==> config.mk <==
export PLATFORM = sky130hd
export DESIGN_NAME = draw_msg_text
export DESIGN_NICKNAME = d
export VERILOG_FILES = /design/src/rtl/draw_msg_pkg.sv /design/src/rtl/msg_font_rom.sv /design/src/rtl/draw_msg_text.sv
export SDC_FILE = /design/constraint.sdc
export NUM_CORES = 1
export LEC_CHECK = 0
export CAP_MARGIN = 10
export CORE_MARGIN = 4
export CORE_UTILIZATION = 58
export CTS_CLUSTER_SIZE = 20
export DETAILED_ROUTE_END_ITERATION = 8
export GPL_ROUTABILITY_DRIVEN = 0
export PLACE_DENSITY = 0.88
export SYNTH_ARGS = -nofsm -noshare
export SYNTH_HDL_FRONTEND = slang
export SYNTH_SLANG_ARGS = --single-unit
==> constraint.sdc <==
create_clock -name clk -period 8.65 [get_ports clk]
set_clock_uncertainty 0.2 [all_clocks]
set_input_delay 1.73 -clock clk [delete_from_list [all_inputs] [get_ports clk]]
set_output_delay 1.73 -clock clk [all_outputs]
set_load 0.05 [all_outputs]
==> src/rtl/draw_msg_pkg.sv <==
// draw_msg_pkg: shared types and message tables for the end-of-game text
// overlay (draw_msg_text and msg_font_rom).
package draw_msg_pkg;

   typedef enum logic [1:0] {
      MSG_WIN   = 2'd0,
      MSG_LOSE  = 2'd1,
      MSG_TIE   = 2'd2,
      MSG_BLANK = 2'd3
   } msg_e;

   typedef enum logic [1:0] {
      IDLE   = 2'd0,
      REVEAL = 2'd1,
      HOLD   = 2'd2
   } state_e;

   typedef enum logic [2:0] {
      GLYPH_W = 3'd0,
      GLYPH_I = 3'd1,
      GLYPH_N = 3'd2,
      GLYPH_L = 3'd3,
      GLYPH_O = 3'd4,
      GLYPH_S = 3'd5,
      GLYPH_E = 3'd6,
      GLYPH_T = 3'd7
   } glyph_e;

   // Message-to-glyph table, indexed [message][character]; character 0 is the
   // leftmost letter. Slots beyond a message's length are never displayed.
   localparam logic [3:0][3:0][2:0] MSG_TABLE = {
      {GLYPH_W, GLYPH_W, GLYPH_W, GLYPH_W},   // MSG_BLANK
      {GLYPH_W, GLYPH_E, GLYPH_I, GLYPH_T},   // MSG_TIE
      {GLYPH_E, GLYPH_S, GLYPH_O, GLYPH_L},   // MSG_LOSE
      {GLYPH_W, GLYPH_N, GLYPH_I, GLYPH_W}    // MSG_WIN
   };

   // Number of glyphs in each message.
   function automatic int msg_len(msg_e m);
      case (m)
         MSG_WIN:  return 3;
         MSG_LOSE: return 4;
         MSG_TIE:  return 3;
         default:  return 0;
      endcase
   endfunction

   // Glyph code for character idx of message m.
   function automatic glyph_e msg_glyph(msg_e m, logic [1:0] idx);
      return glyph_e'(MSG_TABLE[m][idx]);
   endfunction

endpackage

==> src/rtl/msg_font_rom.sv <==
// msg_font_rom: combinational 8x8 glyph lookup. Returns one row of the
// selected glyph; bit 7 is the leftmost dot, row 0 the top row.
module msg_font_rom
   import draw_msg_pkg::*;
(
   input  glyph_e      glyph,
   input  logic [2:0]  row,
   output logic [7:0]  row_bits
);

   logic [0:7][7:0] rows;

   // Select the full bitmap of the requested glyph.
   always_comb begin
      // NOTE: default first so every path assigns rows and no latch is inferred.
      rows = '0;
      unique case (glyph)
         GLYPH_W: rows = 64'h8282_8292_92AA_4400;
         GLYPH_I: rows = 64'h7C10_1010_1010_7C00;
         GLYPH_N: rows = 64'h82C2_A292_8A86_8200;
         GLYPH_L: rows = 64'h8080_8080_8080_FE00;
         GLYPH_O: rows = 64'h7C82_8282_8282_7C00;
         GLYPH_S: rows = 64'h7C82_807C_0282_7C00;
         GLYPH_E: rows = 64'hFE80_80FC_8080_FE00;
         GLYPH_T: rows = 64'hFE10_1010_1010_1000;
      endcase
   end

   assign row_bits = rows[row];

endmodule

==> src/rtl/draw_msg_text.sv <==
// draw_msg_text: animated end-of-game message overlay for the VGA screen.
// Reveals WIN / LOSE / TIE letter by letter on frame ticks and reports lit
// glyph dots through a fixed two-stage pixel pipeline.
// Optional macro DRAW_MSG_BLINK_EN: blink the fully shown message in HOLD.
module draw_msg_text
   import draw_msg_pkg::*;
#(
   parameter int SCALE         = 2,
   parameter int MAX_CHARS     = 4,
   parameter int REVEAL_FRAMES = 15,
   parameter int BLINK_FRAMES  = 30
) (
   input  logic        clk,
   input  logic        rst,
   input  logic        frame_start,
   input  logic        show,
   input  logic [1:0]  msg_sel,
   input  logic [9:0]  Q_X,
   input  logic [9:0]  Q_Y,
   input  logic [9:0]  pos_x,
   input  logic [9:0]  pos_y,
   output logic        visible,
   output logic        busy,
   output logic        done
);

   localparam int SHIFT_S = $clog2(SCALE);
   localparam int SHIFT_C = SHIFT_S + 3;
   localparam int BOX_W   = MAX_CHARS * 8 * SCALE;
   localparam int BOX_H   = 8 * SCALE;
   localparam int CNT_W   = $clog2(MAX_CHARS + 1);
   localparam int FRAME_W = (REVEAL_FRAMES > 1) ? $clog2(REVEAL_FRAMES) : 1;

   if (SCALE != 1 && SCALE != 2 && SCALE != 4 && SCALE != 8) begin : g_bad_scale
      $error("draw_msg_text: SCALE must be 1, 2, 4 or 8");
   end
   if (REVEAL_FRAMES < 1) begin : g_bad_reveal
      $error("draw_msg_text: REVEAL_FRAMES must be at least 1");
   end
   if (BLINK_FRAMES < 1) begin : g_bad_blink
      $error("draw_msg_text: BLINK_FRAMES must be at least 1");
   end

   // Message length limited to what the character counter can show.
   function automatic logic [CNT_W-1:0] clamp_len(msg_e m);
      int n;
      n = msg_len(m);
      if (n > MAX_CHARS) n = MAX_CHARS;
      return CNT_W'(n);
   endfunction

   state_e             state;
   msg_e               msg_q;
   logic [CNT_W-1:0]   char_cnt;
   logic [FRAME_W-1:0] frame_cnt;
   logic [CNT_W-1:0]   len_q;
   logic [CNT_W-1:0]   sel_len;
   logic               blink_off;

   assign len_q   = clamp_len(msg_q);
   assign sel_len = clamp_len(msg_e'(msg_sel));

   // Reveal controller; every change waits for frame_start so a frame never tears.
   always_ff @(posedge clk) begin
      // NOTE: non-blocking assignments keep all state updates on the same edge.
      if (rst) begin
         state     <= IDLE;
         msg_q     <= MSG_WIN;
         char_cnt  <= '0;
         frame_cnt <= '0;
         busy      <= 1'b0;
         done      <= 1'b0;
      end else if (frame_start) begin
         unique case (state)
            IDLE: begin
               if (show) begin
                  msg_q     <= msg_e'(msg_sel);
                  frame_cnt <= '0;
                  if (sel_len == '0) begin
                     state    <= HOLD;
                     char_cnt <= '0;
                     done     <= 1'b1;
                  end else begin
                     state    <= REVEAL;
                     char_cnt <= CNT_W'(1);
                     busy     <= 1'b1;
                  end
               end
            end
            REVEAL: begin
               if (!show) begin
                  state     <= IDLE;
                  char_cnt  <= '0;
                  frame_cnt <= '0;
                  busy      <= 1'b0;
                  done      <= 1'b0;
               end else if (frame_cnt == FRAME_W'(REVEAL_FRAMES - 1)) begin
                  frame_cnt <= '0;
                  if (char_cnt == len_q) begin
                     state <= HOLD;
                     busy  <= 1'b0;
                     done  <= 1'b1;
                  end else begin
                     char_cnt <= char_cnt + 1'b1;
                  end
               end else begin
                  frame_cnt <= frame_cnt + 1'b1;
               end
            end
            HOLD: begin
               if (!show) begin
                  state     <= IDLE;
                  char_cnt  <= '0;
                  frame_cnt <= '0;
                  busy      <= 1'b0;
                  done      <= 1'b0;
               end
            end
            default: state <= IDLE;
         endcase
      end
   end

`ifdef DRAW_MSG_BLINK_EN
   localparam int BLINK_W = (BLINK_FRAMES > 1) ? $clog2(BLINK_FRAMES) : 1;

   logic [BLINK_W-1:0] blink_cnt;
   logic               phase;

   // Blink timer: counts HOLD frames and flips the phase every BLINK_FRAMES.
   always_ff @(posedge clk) begin
      if (rst) begin
         blink_cnt <= '0;
         phase     <= 1'b0;
      end else if (state != HOLD || (frame_start && !show)) begin
         blink_cnt <= '0;
         phase     <= 1'b0;
      end else if (frame_start) begin
         if (blink_cnt == BLINK_W'(BLINK_FRAMES - 1)) begin
            blink_cnt <= '0;
            phase     <= ~phase;
         end else begin
            blink_cnt <= blink_cnt + 1'b1;
         end
      end
   end

   assign blink_off = phase;
`else
   assign blink_off = 1'b0;
`endif

   // Stage 1 geometry. The 11-bit difference keeps a box that runs off the
   // right or bottom edge clipped rather than wrapping to column/row 0.
   logic [10:0]      dx;
   logic [10:0]      dy;
   logic             in_zone;
   logic             in_zone_q;
   logic [CNT_W-1:0] char_idx_q;
   logic [2:0]       row_q;
   logic [2:0]       col_q;

   assign dx      = {1'b0, Q_X} - {1'b0, pos_x};
   assign dy      = {1'b0, Q_Y} - {1'b0, pos_y};
   assign in_zone = (Q_X >= pos_x) && (Q_Y >= pos_y) &&
                    (dx < 11'(BOX_W)) && (dy < 11'(BOX_H));

   // Stage 1: register box membership and the glyph cell coordinates.
   always_ff @(posedge clk) begin
      if (rst) begin
         in_zone_q  <= 1'b0;
         char_idx_q <= '0;
         row_q      <= '0;
         col_q      <= '0;
      end else begin
         in_zone_q  <= in_zone;
         char_idx_q <= CNT_W'(dx >> SHIFT_C);
         row_q      <= 3'(dy >> SHIFT_S);
         col_q      <= 3'(dx >> SHIFT_S);
      end
   end

   // Stage 2 glyph fetch for the registered character cell.
   glyph_e     glyph;
   logic [7:0] glyph_row;

   assign glyph = msg_glyph(msg_q, 2'(char_idx_q));

   msg_font_rom u_font (
      .glyph    (glyph),
      .row      (row_q),
      .row_bits (glyph_row)
   );

   // Stage 2: a dot is lit only for revealed characters of the latched message.
   always_ff @(posedge clk) begin
      if (rst) begin
         visible <= 1'b0;
      end else begin
         visible <= in_zone_q && (char_idx_q < char_cnt) && (char_idx_q < len_q) &&
                    glyph_row[3'd7 - col_q] && !blink_off;
      end
   end

endmodule

==> flow_summary.json <==
{
  "slew_headroom_pct": 49.70,
  "pwr-share-clk_pct": 18.3,
  "core_area_um2": 4474,
  "worst_slack_ns": 4.204,
  "grt_pass1_vias": 2507,
  "avgSynthCellArea_um2": 7.731,
  "rsz0062_at_grt": "false",
  "cts_tree": "yes",
  "yosysTopAreaCellShare_pct": 18.54,
  "async_reset_ff_share_pct": 0,
  "grt_pass1_wl_um": 10660,
  "period_share_pct": 51.40,
  "cts_max_level": 1,
  "power_density_nw_per_um2": 127.1,
  "layout-drive-gt1-share_pct": 3.283,
  "status": "complete, no violations",
  "post_synth_num_cell_types": 66,
  "antenna_cells": 0,
  "cts_buffers": 3,
  "syn_to_final_growth_pct": 18.76,
  "final.setup.tns_ns": 0,
  "fill_cells": 348,
  "yosysTopAreaCell": "ha_1",
  "cap_violations": 0,
  "cp_max_fo": 4,
  "fp.dieH_um": 77.08,
  "clockRootBuffer": "clkbuf_8",
  "hpwl_um": 5028,
  "final_common_cell": "clkdlybuf4s50_1",
  "whs_path_depth": 2,
  "initial_core_util_pct": 61.86,
  "critPathKind": "in2reg",
  "fin_nets": 486,
  "synth_edf_count": 0,
  "setup_viol": 0,
  "gr-usage-all-layers_pct": 20.92,
  "switchingPower_mw": 0.1611,
  "path_clk_slew_ns": 0.08,
  "cp.arrival_ns": 4.42,
  "p_int_mw": 0.2567,
  "antenna_found_initial": 0,
  "vias": 2639,
  "worstPathRequired_ns": 8.62,
  "synth-seq-cells": 24,
  "postCtsSetupRepairBufs": 0,
  "synth_ff_type": "dfxtp_1",
  "ant_nets": 0,
  "synth_fp_nets": 447,
  "grt_max_degree": 22,
  "viasPerCell": 5.891,
  "slew_viol_final": 0,
  "globalRouteMet3Util_pct": 2.225,
  "final_cell_mix": "48 x clkdlybuf4s50_1, 43 x inv_1, 41 x ha_1",
  "seq_area_frac_synth_pct": 17.36,
  "use_met1_pct": 24.56,
  "drc": 0,
  "grt_overflow_total": 0,
  "ctsResizeCount": 0,
  "ios": 49,
  "fin_crit_ns": 4.446,
  "detail_route.wl_per_cell_um": 13.79,
  "cts_max_path_buffers": 2,
  "place_ws_ns": 3.935,
  "fp.dieW_um": 77.08,
  "reg2regPathDepth": 13,
  "busiest_layer": "met2",
  "drt_iter0_markers": 195,
  "netlist_area_um2": 2768,
  "first_pass_iters": 4,
  "sw_frac_of_total_pct": 38.55,
  "p_seq_share_pct": 33.5,
  "cp-start-kind": "primary input",
  "routed_wl_um": 6178,
  "hold_path.class": "reg2reg",
  "endpoint_kind": "flop",
  "port_buffers": 48,
  "power.leakage_nw": 1.405,
  "hold_viol": 0,
  "worst_pin_slew_ns": 0.7521,
  "vdd_ir_drop_max_uv": 63.50,
  "netlist_top_cells_area": "ha_1 19%, dfxtp_1 17%, inv_1 5.8%, nor2_1 4.7%, a21oi_1 2.9%",
  "ctsHoldBuffers": 0,
  "floorplan.die_area_um2": 5941,
  "yosysWarnings": 0,
  "clock_sinks": 24,
  "gr-usage-met2_pct": 39.20,
  "netlist_instances": 358,
  "fmax_mhz": 224.9,
  "combinationalPowerShare_pct": 48.2,
  "rows": 24,
  "insertion_delay_ns": 0.27
}
stage by stage:
step	std cells	hold slack [ns]	cell area, um2	utilization [%]	power [mW]
after floorplan	358	0.2905	2768	-	0.2888
after global placement	444	0.2868	3232	72.23	0.3346
after detailed placement	444	0.3027	3232	72.23	0.3409
after CTS	448	0.3159	3287	73.46	0.4166
after global routing	448	0.3720	3287	73.46	0.4509
final	448	0.3121	3287	73.46	0.4178
synth_stat cells (8+ instances only):
| master | count |
|---|---|
| nand2b_1 | 11 |
| ha_1 | 41 |
| a211oi_1 | 9 |
| nor2b_1 | 10 |
| nand2_1 | 17 |
| a21oi_1 | 16 |
| nor3_1 | 9 |
| o21ai_0 | 15 |
| nor2_1 | 35 |
| dfxtp_1 | 24 |
| nand3_1 | 8 |
| inv_1 | 43 |
power groups by stage:
stage                     Clock [mW]  Sequential [mW]  Combinational, mW
after floorplan                    0            0.135              0.154
after global placement             0            0.141              0.193
after detailed placement           0            0.142              0.199
after CTS                     0.0767            0.139              0.200
after global routing          0.0825            0.143              0.226
final                         0.0764            0.140              0.202
path summary, 6_finish.rpt:
path | from | end | slack, ns
worst min register to register | done | done | 0.31
worst max register to register | msg_q[0] | visible | 4.61
worst min-delay path | done | done | 0.31
worst max-delay path | Q_X[0] | in_zone_q | 4.20
worst max-delay path, cell delays in order:
cell and delay [ns]:
clkdlybuf4s50_1 0.42, inv_1 0.06, ha_1 0.16, inv_1 0.06, fa_1 0.41, a21o_1 0.19, a21oi_1 0.19, nand2b_1 0.16
a21boi_1 0.12, and3_1 0.19, or4_1 0.48, nor4_1 0.25
cell type report:
class	instances	area [um2]	area share [%]
inverter	43	161.4	4.911
tap	52	65.06	1.979
sequential	24	480.5	14.62
multi-input combinational	277	2044	62.20
timing repair buffer	48	480.5	14.62
clock buffer	4	55.05	1.675
logic make-up after synthesis:
| group | synth area share, % |
|---|---|
| buffers and inverters | 8.770 |
| adders and majority gates | 19.98 |
| and+or+nand+nor | 21.34 |
| DFF | 17.36 |
| AOI/OAI and AO/OA | 25.68 |
| xor gates and xnor gates | 3.481 |
| muxes | 3.391 |
state kept, by name (all words and copies together) (netlist names), 2 cells and up:
name        cells
col_q           3
char_cnt        3
msg_q           2
row_q           3
char_idx_q      3
frame_cnt       4
state           2
layer usage:
| metal | up-vias | part of all wire [%] |
|---|---|---|
| met2 | 84 | 52 |
| met1 | 1189 | 41 |
| met4 | 0 | 1.4 |
| met3 | 8 | 5.6 |
| li1 | 1358 | - |
| met5 | - | 0 |
Power figures use the tool's default switching activity.
==> RTL edit: new RTL, same flow settings <==
Build with the macro `DRAW_MSG_BLINK_EN` defined.
--- a/src/rtl/draw_msg_text.sv
+++ b/src/rtl/draw_msg_text.sv
@@ -4,2 +4,4 @@
 // Optional macro DRAW_MSG_BLINK_EN: blink the fully shown message in HOLD.
+`define DRAW_MSG_BLINK_EN
+
 module draw_msg_text
Behaviour: same outputs for any inputs over 10 cycles, from zero or initial values and one cycle with rst high; that may be too few to reach the edited logic, so the function may still have changed.
==> RTL edit against the unedited design <==
Sequential power is 18% higher. Combinational power is 5% higher. Area after synthesis is 9.0% higher. Register-to-register slack better by 0.46 ns. Final cell count is 8.9% higher. Cell area is 11% higher. Sequential cell count is 6 higher. Die area is 8.0% higher. Wire length is 4.0% higher. Setup slack worse by 0.028 ns. Power is 24% higher. Critical endpoint unchanged. Highest routed layer unchanged.
==> RTL edit: results (changes against the unedited design) <==
| Metric | Value |
|---|---|
| Largest cells by area after synthesis | `dfxtp_1 20%, ha_1 19%, nor2_1 5.5%, inv_1 4.9%, mux2i_1 4.0% (was ha_1 19%, dfxtp_1 17%, inv_1 5.8%, nor2_1 4.7%, a21oi_1 2.9%)` |
| Cts bufs inserted | `5 (was 3)` |
| Ant diodes | `0 (unchanged)` |
| Largest net degree at the start of global routing | `24 (was 22)` |
| CTS HTree Levels | `2 (was 1)` |
| CP peak stage delay | `0.54 ns (was 0.48 ns)` |
| Delay-heaviest family, CP | `compound AO/OA/AOI/OAI gates (was simple AND/OR/NAND/NOR gates)` |
| Worst endpoint data arrival time | `4.44 ns (was 4.42 ns)` |
| VDD IR max | `88.8 uV (was 63.5 uV)` |
| Register clock-pin slew on the reported worst setup and hold paths | `0.06 ns (was 0.08 ns)` |
| CTS root buffer | `clkbuf_8 (unchanged)` |
| Syn_nets | `468 (was 447)` |
| Share of cells above drive strength 1 | `0.0451 (was 0.0328)` |
| Initial DRT Pass Iterations | `4 (unchanged)` |
| Distinct cells, synth | `65 (was 66)` |
| Post_cts resized | `0 (unchanged)` |
| Synth cell count leaders | `45 x ha_1, 44 x nor2_1, 39 x inv_1, 30 x dfxtp_1, 22 x nand2_1 (was 43 x inv_1, 41 x ha_1, 35 x nor2_1, 24 x dfxtp_1, 17 x nand2_1)` |
| Leak | `1.53 nW (was 1.40 nW)` |
| Global-route wire length before repair | `10.9 mm (was 10.7 mm)` |
| Slowest cell on the critical path | `a2111oi_0 (was or4_1)` |
| Fill cells | `372 (was 348)` |
| Status | `finished, final reports clean (unchanged)` |
| Vias | `2772 (was 2639)` |
| GRT Util Overall | `0.208 (was 0.209)` |
| Worst-Margin Slew | `0.819 ns (was 0.752 ns)` |
| CP Max Fanout | `2 (was 4)` |
| Vias in the first global route | `2622 (was 2507)` |
| Wirelength, routed | `6.42 mm (was 6.18 mm)` |
| Dpl hpwl | `5.18 mm (was 5.03 mm)` |
| 1st-iter DRT viols | `123 (was 195)` |
| Post-layout net count | `514 (was 486)` |
## RTL edit: tightest hold or removal path, cell delays in order, from the launching register on
cell and delay (ns):
dfxtp_1 0.32, mux2i_1 0.06, nor2_1 0.08
## RTL edit: logic make-up (layout without fill, tap and decap cells)
logic type                 Yosys count  in the layout  synth area share
adders and majority gates           48             48             0.204
DFF                                 30             30             0.199
AOI/OAI and AO/OA                   92             92             0.221
muxes                               14             14            0.0510
and+or+nand+nor                    125            125             0.211
xor gates and xnor gates            17             17            0.0494
buffers and inverters               49             95            0.0643
## RTL edit: path summary, 6_finish.rpt
path,startpoint,endpoint,slack (ns),cells after the start
worst max-delay path,pos_y[0],in_zone_q,4.18,11
worst min-delay path,done,done,0.30,2
worst max register to register,msg_q[0],visible,5.07,10
worst min register to register,done,done,0.30,2
## RTL edit: area by class of cell
type                            count  share of cell area
Inverter                           40              0.0411
Clock buffer                        6              0.0226
Timing Repair Buffer               48               0.132
Multi-Input combinational cell    296               0.609
Clock inverter                      1             0.00823
Sequential cell                    30               0.165
Tap cell                           67              0.0230
## RTL edit: through the flow
step / utilization / power (mW) / area, um2 / worst slack (ns) / cells
6_report: 0.748 / 0.519 / 3650 / 4.18 / 488
3_5_place_dp: 0.725 / 0.377 / 3540 / 3.93 / 481
3_3_place_gp: 0.725 / 0.370 / 3540 / 4.02 / 481
4_1_cts: 0.748 / 0.519 / 3650 / 4.21 / 488
5_1_grt: 0.748 / 0.553 / 3650 / 3.90 / 488
2_1_floorplan: - / 0.321 / 3020 / 4.56 / 375
## RTL edit: layer usage
layer  GRT usage  vias to the layer above  share of wire  wire length (um)
met5           0                        -              0                 0
met4      0.0642                        0          0.011                73
met1       0.248                     1264           0.45              2890
li1            -                     1427              -                 -
met3      0.0504                        9          0.052               337
met2       0.365                       72           0.49              3120
## RTL edit: power by group
part / internal [mW] / switching [mW]
registers: 0.149 / 0.0165
logic: 0.0993 / 0.114
clock network: 0.0920 / 0.0487
